### src/rtl/mr_chips_trace.sv
// Execution-trace capture for the mr_chips core: records (PC, ALU result) on each
// PC change into a FIFO that a reader drains through a valid/ready handshake.
module mr_chips_trace #(
  parameter int DEPTH = 16,
  parameter int W     = 16
) (
  input  logic                     clk,
  input  logic                     reset,
  input  logic [W-1:0]             pc_in,
  input  logic [W-1:0]             alu_in,
  input  logic                     capture_en,
  input  logic                     clear,
  output logic                     trace_valid,
  input  logic                     trace_ready,
  output logic [W-1:0]             trace_pc,
  output logic [W-1:0]             trace_alu,
  output logic [$clog2(DEPTH):0]   count,
  output logic                     overflow,
  output logic [7:0]               drop_count
);

  localparam int AW = $clog2(DEPTH);
  localparam int CW = AW + 1;

  logic [W-1:0]  pc_mem  [DEPTH];
  logic [W-1:0]  alu_mem [DEPTH];

  logic [AW-1:0] wr_ptr_reg;
  logic [AW-1:0] rd_ptr_reg;
  logic [CW-1:0] count_reg;
  logic          overflow_reg;
  logic [7:0]    drop_count_reg;
  logic [W-1:0]  last_pc_reg;
  logic          last_vld_reg;

  logic cap, full, pop, push, drop;

  // A stalled PC (including one frozen while the core sits in reset) is recorded once.
  assign cap  = capture_en && (!last_vld_reg || (pc_in != last_pc_reg));
  assign full = (count_reg == CW'(DEPTH));
  assign pop  = trace_valid && trace_ready;
  assign push = cap && (!full || pop);
  assign drop = cap && !push;

  always_ff @(posedge clk or negedge reset) begin
    if (!reset) begin
      wr_ptr_reg     <= '0;
      rd_ptr_reg     <= '0;
      count_reg      <= '0;
      overflow_reg   <= 1'b0;
      drop_count_reg <= '0;
      last_pc_reg    <= '0;
      last_vld_reg   <= 1'b0;
    end else if (clear) begin
      wr_ptr_reg     <= '0;
      rd_ptr_reg     <= '0;
      count_reg      <= '0;
      overflow_reg   <= 1'b0;
      drop_count_reg <= '0;
      last_vld_reg   <= 1'b0;
    end else begin
      if (cap) begin
        last_pc_reg  <= pc_in;
        last_vld_reg <= 1'b1;
      end
      if (push)
        wr_ptr_reg <= wr_ptr_reg + AW'(1);
      if (pop)
        rd_ptr_reg <= rd_ptr_reg + AW'(1);
      if (drop) begin
        overflow_reg <= 1'b1;
        if (drop_count_reg != 8'hFF)
          drop_count_reg <= drop_count_reg + 8'd1;
      end
      case ({push, pop})
        2'b10:   count_reg <= count_reg + CW'(1);
        2'b01:   count_reg <= count_reg - CW'(1);
        default: count_reg <= count_reg;
      endcase
    end
  end

  // When full with a same-edge pop, wr_ptr equals the old rd_ptr, so the new entry
  // reuses the slot being vacated.
  always_ff @(posedge clk) begin
    if (push && !clear) begin
      pc_mem[wr_ptr_reg]  <= pc_in;
      alu_mem[wr_ptr_reg] <= alu_in;
    end
  end

  assign trace_valid = (count_reg != '0);
  assign trace_pc    = trace_valid ? pc_mem[rd_ptr_reg]  : '0;
  assign trace_alu   = trace_valid ? alu_mem[rd_ptr_reg] : '0;
  assign count       = count_reg;
  assign overflow    = overflow_reg;
  assign drop_count  = drop_count_reg;

endmodule

### config.mk
export PLATFORM = sky130hd
export DESIGN_NAME = mr_chips_trace
export DESIGN_NICKNAME = d
export VERILOG_FILES = /design/src/rtl/mr_chips_trace.sv
export SDC_FILE = /design/constraint.sdc
export NUM_CORES = 1
export LEC_CHECK = 0
export BUFFER_PORTS_ARGS = -buffer_cell sky130_fd_sc_hd__buf_2
export CAP_MARGIN = 5
export CORE_MARGIN = 4
export CORE_UTILIZATION = 53
export CTS_BUF_LIST = sky130_fd_sc_hd__clkbuf_8
export CTS_CLUSTER_SIZE = 10
export DETAILED_ROUTE_END_ITERATION = 8
export GPL_ROUTABILITY_DRIVEN = 0
export PLACE_DENSITY_LB_ADDON = 0.12
export SLEW_MARGIN = 25
export SYNTH_ARGS = -nofsm -noshare
export SYNTH_HDL_FRONTEND = slang
export SYNTH_SLANG_ARGS = --single-unit
### constraint.sdc
create_clock -name clk -period 5.9 [get_ports clk]
set_input_delay 0.885 -clock clk [delete_from_list [all_inputs] [get_ports clk]]
set_output_delay 0.885 -clock clk [all_outputs]
set_load 0.01 [all_outputs]
; Word level (Yosys, flattened, before mapping)
; Memories as Yosys holds them, arrays and structs flattened.
; Index checks and enable logic that the tools add are counted.
[classes]
n_reduce_logical = 20
addsub = 5
n_mux = 17
eq_ne = 5
bitwise = 1
[op_table]
columns = op, n
row1 = two-way mux 16 bit, 2
row2 = two-way mux 8 bit, 3
row3 = two-way mux 4 bit, 4
row4 = inequality test 16 bit, 1
row5 = one-hot mux 5 bit (2 select lines), 1
row6 = nonzero test 2 bit, 5
row7 = "adder 4 x 1 -> 4 bit, second input constant", 2
row8 = "adder 8 x 1 -> 8 bit, second input constant", 1
row9 = "inequality test 8 bit, second input constant", 1
row10 = two-way mux 1 bit, 6
row11 = "adder 5 x 1 -> 5 bit, second input constant", 1
row12 = "equality test 5 bit, second input constant", 1
row13 = logical AND 1 bit, 5
row14 = two-way mux 5 bit, 1
row15 = nonzero test 5 bit, 1
row16 = "subtractor 5 x 1 -> 5 bit, second input constant", 1
row17 = logical NOT 1 bit, 4
row18 = AND reduction 2 bit, 2
row19 = nonzero test 3 bit, 1
row20 = "equality test 2 x 1 -> 1 bit, second input constant", 1
row21 = "equality test 2 bit, second input constant", 1
row22 = logical OR 1 bit, 2
row23 = NOT 1 bit, 1
[word_totals]
regBits = 39
inputBits = 37
out_inout_bits = 47
ram_bits = 512
n_memories = 2
[mem_list]
columns = name, words, word_bits, read_ports, rd_ports_with_merged_regs, wr, line_no
row1 = alu_mem, 16, 16, 1, 0, 1, 26  ; logic [W-1:0] alu_mem [DEPTH];
row2 = pc_mem, 16, 16, 1, 0, 1, 25  ; logic [W-1:0] pc_mem [DEPTH];

; Depth between registers and ports, before layout
; Gate-level depths: netlist (run 1).
[depth]
depth_word = 8
depth_mapped = 12
ltp_nobuf = 11

; Least setup slack after synthesis (run 1)
; OpenSTA, ideal clock, no wires.
[synth_path]
path_type = input-to-reg
startpoint = input port pc_in[1]
endpoint = memory alu_mem[4][0] (enable)
t_required_ns = 5.399
t_arrival_ns = 4.799
path_slack_ns = 0.600
stages = 6
setup_ns = 0.501
path_buffers = 1
cell_sequence = xor2_1 > nor4_1 > nand3_1 > o21ai_2 > buf_4 > nor4_1
[synth_between]
elab_chain_len = 7
[synth_rtl]
columns = element, line_no
row1 = start: declaration, 9  ; input logic [W-1:0] pc_in,
row2 = inequality test 16 bit, 39  ; assign cap = capture_en && (!last_vld_reg || (pc_in != last_pc_reg));
row3 = logical OR 1 bit, 39
row4 = logical AND 1 bit, 39
row5 = logical AND 1 bit, 42  ; assign push = cap && (!full || pop);
row6 = logical AND 1 bit, 86  ; if (push && !clear) begin
row7 = two-way mux 1 bit, 86
row8 = two-way mux 1 bit (implied by the code), 88  ; alu_mem[wr_ptr_reg] <= alu_in;
row9 = end: declaration, 26
; No other way between the ends.

; Worst setup path after layout (run 1)
[layout_path]
startpoint = register rd_ptr_reg[0]
endpoint = output port trace_alu[11]
[layout_between]
elab_chain_len = 2
[layout_rtl]
columns = element, line_no
row1 = start: declaration, 29  ; logic [AW-1:0] rd_ptr_reg;
row2 = start signal: assignment, 69  ; rd_ptr_reg <= rd_ptr_reg + AW'(1);
row3 = memory read (16 x 16 bit), n/a
row4 = two-way mux 16 bit, 94  ; assign trace_alu = trace_valid ? alu_mem[rd_ptr_reg] : '0;
row5 = end: declaration, 16  ; output logic [W-1:0] trace_alu,
; No other way between the ends.

==> qor.yml, run 1 <==
multi_input_area_um2: 5100
rsz0062_at_grt: "false"
ys_ff_latch: 551
synth_compound_area_frac: 0.0101
cts_setup_buffers: 0
cts_root_buffer: "clkbuf_8"
synthMuxAreaShare: 0.177
cts_sinks: 551
slew_viol_final: 0
clock_path_buffers: 3
synth_adder_area_share: 0.00613
status: "complete, no violations"
fmax_mhz: 230
grt_pass1_vias: 10816
die_y_um: 210
power.leakage_nw: 8.00
wl_per_cell_um: 25.1
endpoint_kind: "output port"
h-tree-depth: 3
cts_buffers: 88
drcViolationCount: 0
async_flop_share: 0.0708
synthCells: 973
nets: 1168
grt_usage: 0.201
cts_tree: "built"
io_pins: 84
yosysSeqAreaShare: 0.755
cp.arrival_ps: 3470
fin_crit_sh: 0.738
fin_setup_tns_ps: 0
synthSimpleGateAreaFrac: 0.0292
avgSynthCellArea_um2: 22.3
cts_resized: 0
dpl.hpwl_um: 24100
num-fill-cells: 2859
overflow: 0
core-area_um2: 40100
synth_edf_count: 512
holdBufCountCts: 0
synth_nets: 1020
critPathMostFrequentCell: "mux4_2"
dr.first_iter.drc_count: 734
dr.pass1.iters: 5
diodes: 0
seq_area_um2: 16400
post-route-util: 0.608
antenna_found_initial: 1
yosys_warnings: 0
start_util: 0.540
synth_area_um2: 21700
synth_top_family_by_area: "multiplexers"
power_density_nw_per_um2: 370
peakVddDrop_uv: 628
grt_pass1_wl_um: 66500
relSlewSlack: 0.301
worstSetupPathType: "flop to output port"
clk_pin_slew_worst_paths_ps: 60
tightest_slew_ps: 1050
dieArea_um2: 44200
wirelength_um: 43200
path_cells: "buf_4 -> mux4_2 -> mux4_2 -> nor2b_1 -> buf_2"
synth_xor_area_frac: 0.00971
vias_per_cell: 5.87
cp_slowest_cell: "dfrtp_4"
fin_crit_ps: 4350
grt_max_degree: 70
hold_violations: 0
dr_total_vias: 10090
dieWidth_um: 210
required_ps: 5020
cp_slowest_stage_delay_ps: 860
drv_cap: 0
layout_common_cells: "512 x edfxtp_1, 160 x mux4_2, 92 x clkbuf_8, 82 x buf_2, 52 x inv_1"
clk_latency_ps: 630
portBuffers: 83
drive_above_1_share: 0.350
crit_fanout: 33
synthFlopType: "edfxtp_1"
critPathLaunchType: "flop"
finalSetupViolCount: 0
ant_nets: 0
final_common_cell: "edfxtp_1"
area_growth_pct: 12.6
finClkSkew_ps: 28.6
hp-class: "input port to asynchronous set/reset pin"
yosys.cell_types.count: 40
rows: 73
==> path summary, 6_finish.rpt <==
path                            startpoint              to  slack [ps]  depth (start not counted)
setup / recovery             rd_ptr_reg[0]   trace_alu[11]        1550                          5
hold / removal                       reset  last_pc_reg[7]         240                          1
setup reg to reg           last_pc_reg[12]  alu_mem[10][3]        2470                          6
hold reg to reg               last_vld_reg    last_vld_reg         520                          2
max in group asynchronous            reset   rd_ptr_reg[0]        5230                          1
min in group clk              last_vld_reg    last_vld_reg         520                          2
==> routing by layer <==
metal  routed length, µm  global-route usage  part of all wire  up-vias
met4                 604              0.0540             0.014        0
met1               19200               0.296              0.45     5430
met2               21400               0.316              0.50      234
met3                1930              0.0380             0.045       50
met5                   0                   0                 0        -
li1                    -                   -                 -     4376
==> synth_stat cells (2+ instances only) <==
library cell	count	area, µm²
edfxtp_1	512	15400
mux4_2	160	3600
dfrtp_1	39	976
nor2b_1	35	219
xor2_1	22	193
clkbuf_1	20	75.1
nor2_1	19	71.3
mux2_2	18	203
buf_2	15	75.1
inv_1	12	45.0
buf_1	11	41.3
nand3_1	11	55.1
a21oi_1	9	45.0
ha_1	9	113
nand2_1	9	33.8
nor3_1	9	45.0
nor4_1	8	50.1
o21ai_0	8	40.0
and3_1	6	37.5
and3b_1	4	35.0
o31ai_1	4	30.0
buf_4	3	22.5
mux2i_1	3	30.0
or3_1	3	18.8
or4_1	3	22.5
a21o_1	2	15.0
nand4_1	2	12.5
nor3b_1	2	15.0
o21ai_2	2	17.5
o41ai_1	2	17.5
xnor2_1	2	17.5
==> area by class of cell <==
type / instances / share of cell area
inverters: 12 / 0.00185
multi-input cells: 360 / 0.209
flip-flops and latches: 551 / 0.671
clock buffers: 92 / 0.0519
well taps: 525 / 0.0269
clock inverters: 70 / 0.0128
repair buffers: 108 / 0.0264
==> power breakdown <==
group	internal [mW]	switching, mW
registers	4.35	0.110
logic	0.813	0.839
clock network	1.49	1.41
total	6.65	2.36
==> per-stage QoR <==
step | power [mW] | hold slack, ps | instances | cell area, µm² | setup WS (ps)
finish | 9.01 | 239 | 1718 | 24400 | 1550
global route | 9.45 | 251 | 1718 | 24400 | 1290
CTS | 9.15 | 404 | 1718 | 24400 | 1380
detailed placement | 6.24 | 513 | 1556 | 22800 | 1720
global placement | 6.23 | 508 | 1556 | 22800 | 1800
floorplan | 5.64 | 463 | 973 | 21700 | 600
==> cell families (layout without fill, tap and decap cells) <==
kind of cell               Yosys count  in the layout
buffers and inverters               62            282
adders and majority gates           10             10
DFF                                551            551
AOI/OAI and AO/OA                   32             32
and+or+nand+nor                    113            113
xor gates and xnor gates            24             24
muxes                              181            181
==> critical path, delay by kind of cell (launching register included) <==
kind / cells / cell delay [ps]
buffers and inverters: 2 / 740
AND/OR/NAND/NOR: 1 / 160
flip-flops: 1 / 860
multiplexers: 2 / 1060
No activity file was read; power rests on OpenSTA's default activity.
==> run 2, diff against run 1 <==
Clock period 5.9 ns to 4.5 ns, I/O delays scaled along.
==> qor.yml, run 2 (same netlist as run 1, synthesis figures left out) <==
status: "complete, no violations"  # unchanged
ant_nets: 0  # unchanged
cts_sinks: 551  # unchanged
layout_common_cells: "512 x edfxtp_1, 160 x mux4_2, 94 x clkbuf_8, 82 x buf_2, 41 x inv_1"  # was 512 x edfxtp_1, 160 x mux4_2, 92 x clkbuf_8, 82 x buf_2, 52 x inv_1
critPathMostFrequentCell: "mux4_2"  # unchanged
drive_above_1_share: 0.360  # was 0.350
die_y_um: 210  # unchanged
fmax_mhz: 258
cp_slowest_cell: "dfrtp_4"  # unchanged
fin_crit_sh: 0.861
clock_path_buffers: 3  # unchanged
required_ps: 3830  # was 5020 ps
crit_fanout: 47  # was 33
cp.arrival_ps: 3200  # was 3470 ps
fin_crit_ps: 3870
final_common_cell: "edfxtp_1"  # unchanged
critPathLaunchType: "flop"  # unchanged
dpl.hpwl_um: 23700  # was 24100 µm
vias_per_cell: 5.87  # about the same
slew_viol_final: 0  # unchanged
core-area_um2: 40100  # unchanged
cts_resized: 0  # unchanged
place_area_um2: 23000  # was 22800 µm²
critPathTopFamily: "flip-flops"  # was multiplexers
holdBufCountCts: 0  # unchanged
finClkSkew_ps: 26.4  # was 28.6 ps
hp-class: "input port to asynchronous set/reset pin"  # unchanged
grt_pass1_wl_um: 68300  # was 66500 µm
fin_setup_tns_ps: 0  # unchanged
cts_root_buffer: "clkbuf_8"  # unchanged
grt_usage: 0.210  # was 0.201
clk_latency_ps: 630  # about the same
drv_cap: 0  # unchanged
fin_cells: 1732  # was 1718
post-route-util: 0.614  # was 0.608
multi_input_area_um2: 5090  # was 5100 µm²
hold_violations: 0  # unchanged
wirelength_um: 45500  # was 43200 µm
dieArea_um2: 44200  # unchanged
power_density_nw_per_um2: 487  # was 370 nW/µm²
place_inst: 1569  # was 1556
diodes: 0  # unchanged
power.leakage_nw: 8.06  # was 8.00 nW
dr.first_iter.drc_count: 856  # was 734
peakVddDrop_uv: 271  # was 628 µV
cts_buffers: 88  # unchanged
finish.instance_area_um2: 24600  # was 24400 µm²
drcViolationCount: 0  # unchanged
cts_setup_buffers: 0  # unchanged
antenna_found_initial: 1  # unchanged
relSlewSlack: 0.363  # was 0.301
overflow: 0  # unchanged
h-tree-depth: 3  # unchanged
worstSetupPathType: "flop to output port"  # unchanged
rsz0062_at_grt: "false"  # unchanged
finalSetupViolCount: 0  # unchanged
cts_tree: "built"  # unchanged
endpoint_kind: "output port"  # unchanged
clk_pin_slew_worst_paths_ps: 60  # about the same
start_util: 0.540  # unchanged
tightest_slew_ps: 956  # was 1050 ps
dr_total_vias: 10172  # was 10090
area_growth_pct: 13.6  # was 12.6%
path_cells: "buf_4 -> mux4_2 -> mux4_2 -> nor2b_1 -> buf_2"  # unchanged
wl_per_cell_um: 26.3  # was 25.1 µm
nets: 1181  # was 1168
grt_pass1_vias: 10781  # was 10816
dieWidth_um: 210  # unchanged
seq_area_um2: 16400  # unchanged
io_pins: 84  # unchanged
cp_slowest_stage_delay_ps: 950  # was 860 ps
grt_max_degree: 48  # was 70
dr.pass1.iters: 5  # unchanged
rows: 73  # unchanged
num-fill-cells: 2864  # was 2859
portBuffers: 83  # unchanged
critPathBufInv: 2  # unchanged
-- run 2: area by class of cell --
type,count,share of cell area
Inverter,12,0.00183
Multi-Input combinational cell,360,0.207
Clock buffer,94,0.0526
Sequential cell,551,0.665
Timing Repair Buffer,121,0.0332
Tap cell,525,0.0267
Clock inverter,69,0.0136
-- run 2: path summary, 6_finish.rpt --
check                                start              end  slack [ps]  cells after the start
setup / recovery             rd_ptr_reg[1]      trace_pc[9]         630                      5
hold / removal                       reset   last_pc_reg[7]          40                      1
setup reg to reg           last_pc_reg[14]         count[4]        1390                     13
hold reg to reg            last_pc_reg[10]  last_pc_reg[10]         530                      1
max in group asynchronous            reset    rd_ptr_reg[0]        4000                      1
min in group clk                capture_en     last_vld_reg         390                      3
-- run 2: layer usage --
| metal | track usage | wire length (µm) | vias up |
|---|---|---|---|
| li1 | - | - | 4416 |
| met1 | 0.304 | 19800 | 5399 |
| met2 | 0.338 | 22600 | 310 |
| met3 | 0.0408 | 2500 | 45 |
| met4 | 0.0527 | 575 | 2 |
| met5 | 0 | 13 | - |
-- run 2: power breakdown --
part / total, mW / internal (mW) / switching (mW)
Clock: 3.91 / 2.04 / 1.87
Sequential: 5.85 / 5.70 / 0.147
Combinational: 2.21 / 1.10 / 1.11
Total: 12.0 / 8.85 / 3.12
-- run 2: through the flow --
step	hold WS, ps	setup slack [ps]	power (mW)
after global routing	35.6	442	12.6
after detailed placement	514	842	8.23
after CTS	201	530	12.1
after floorplan	379	-590	7.40
after global placement	509	851	8.20
final	39.9	626	12.0
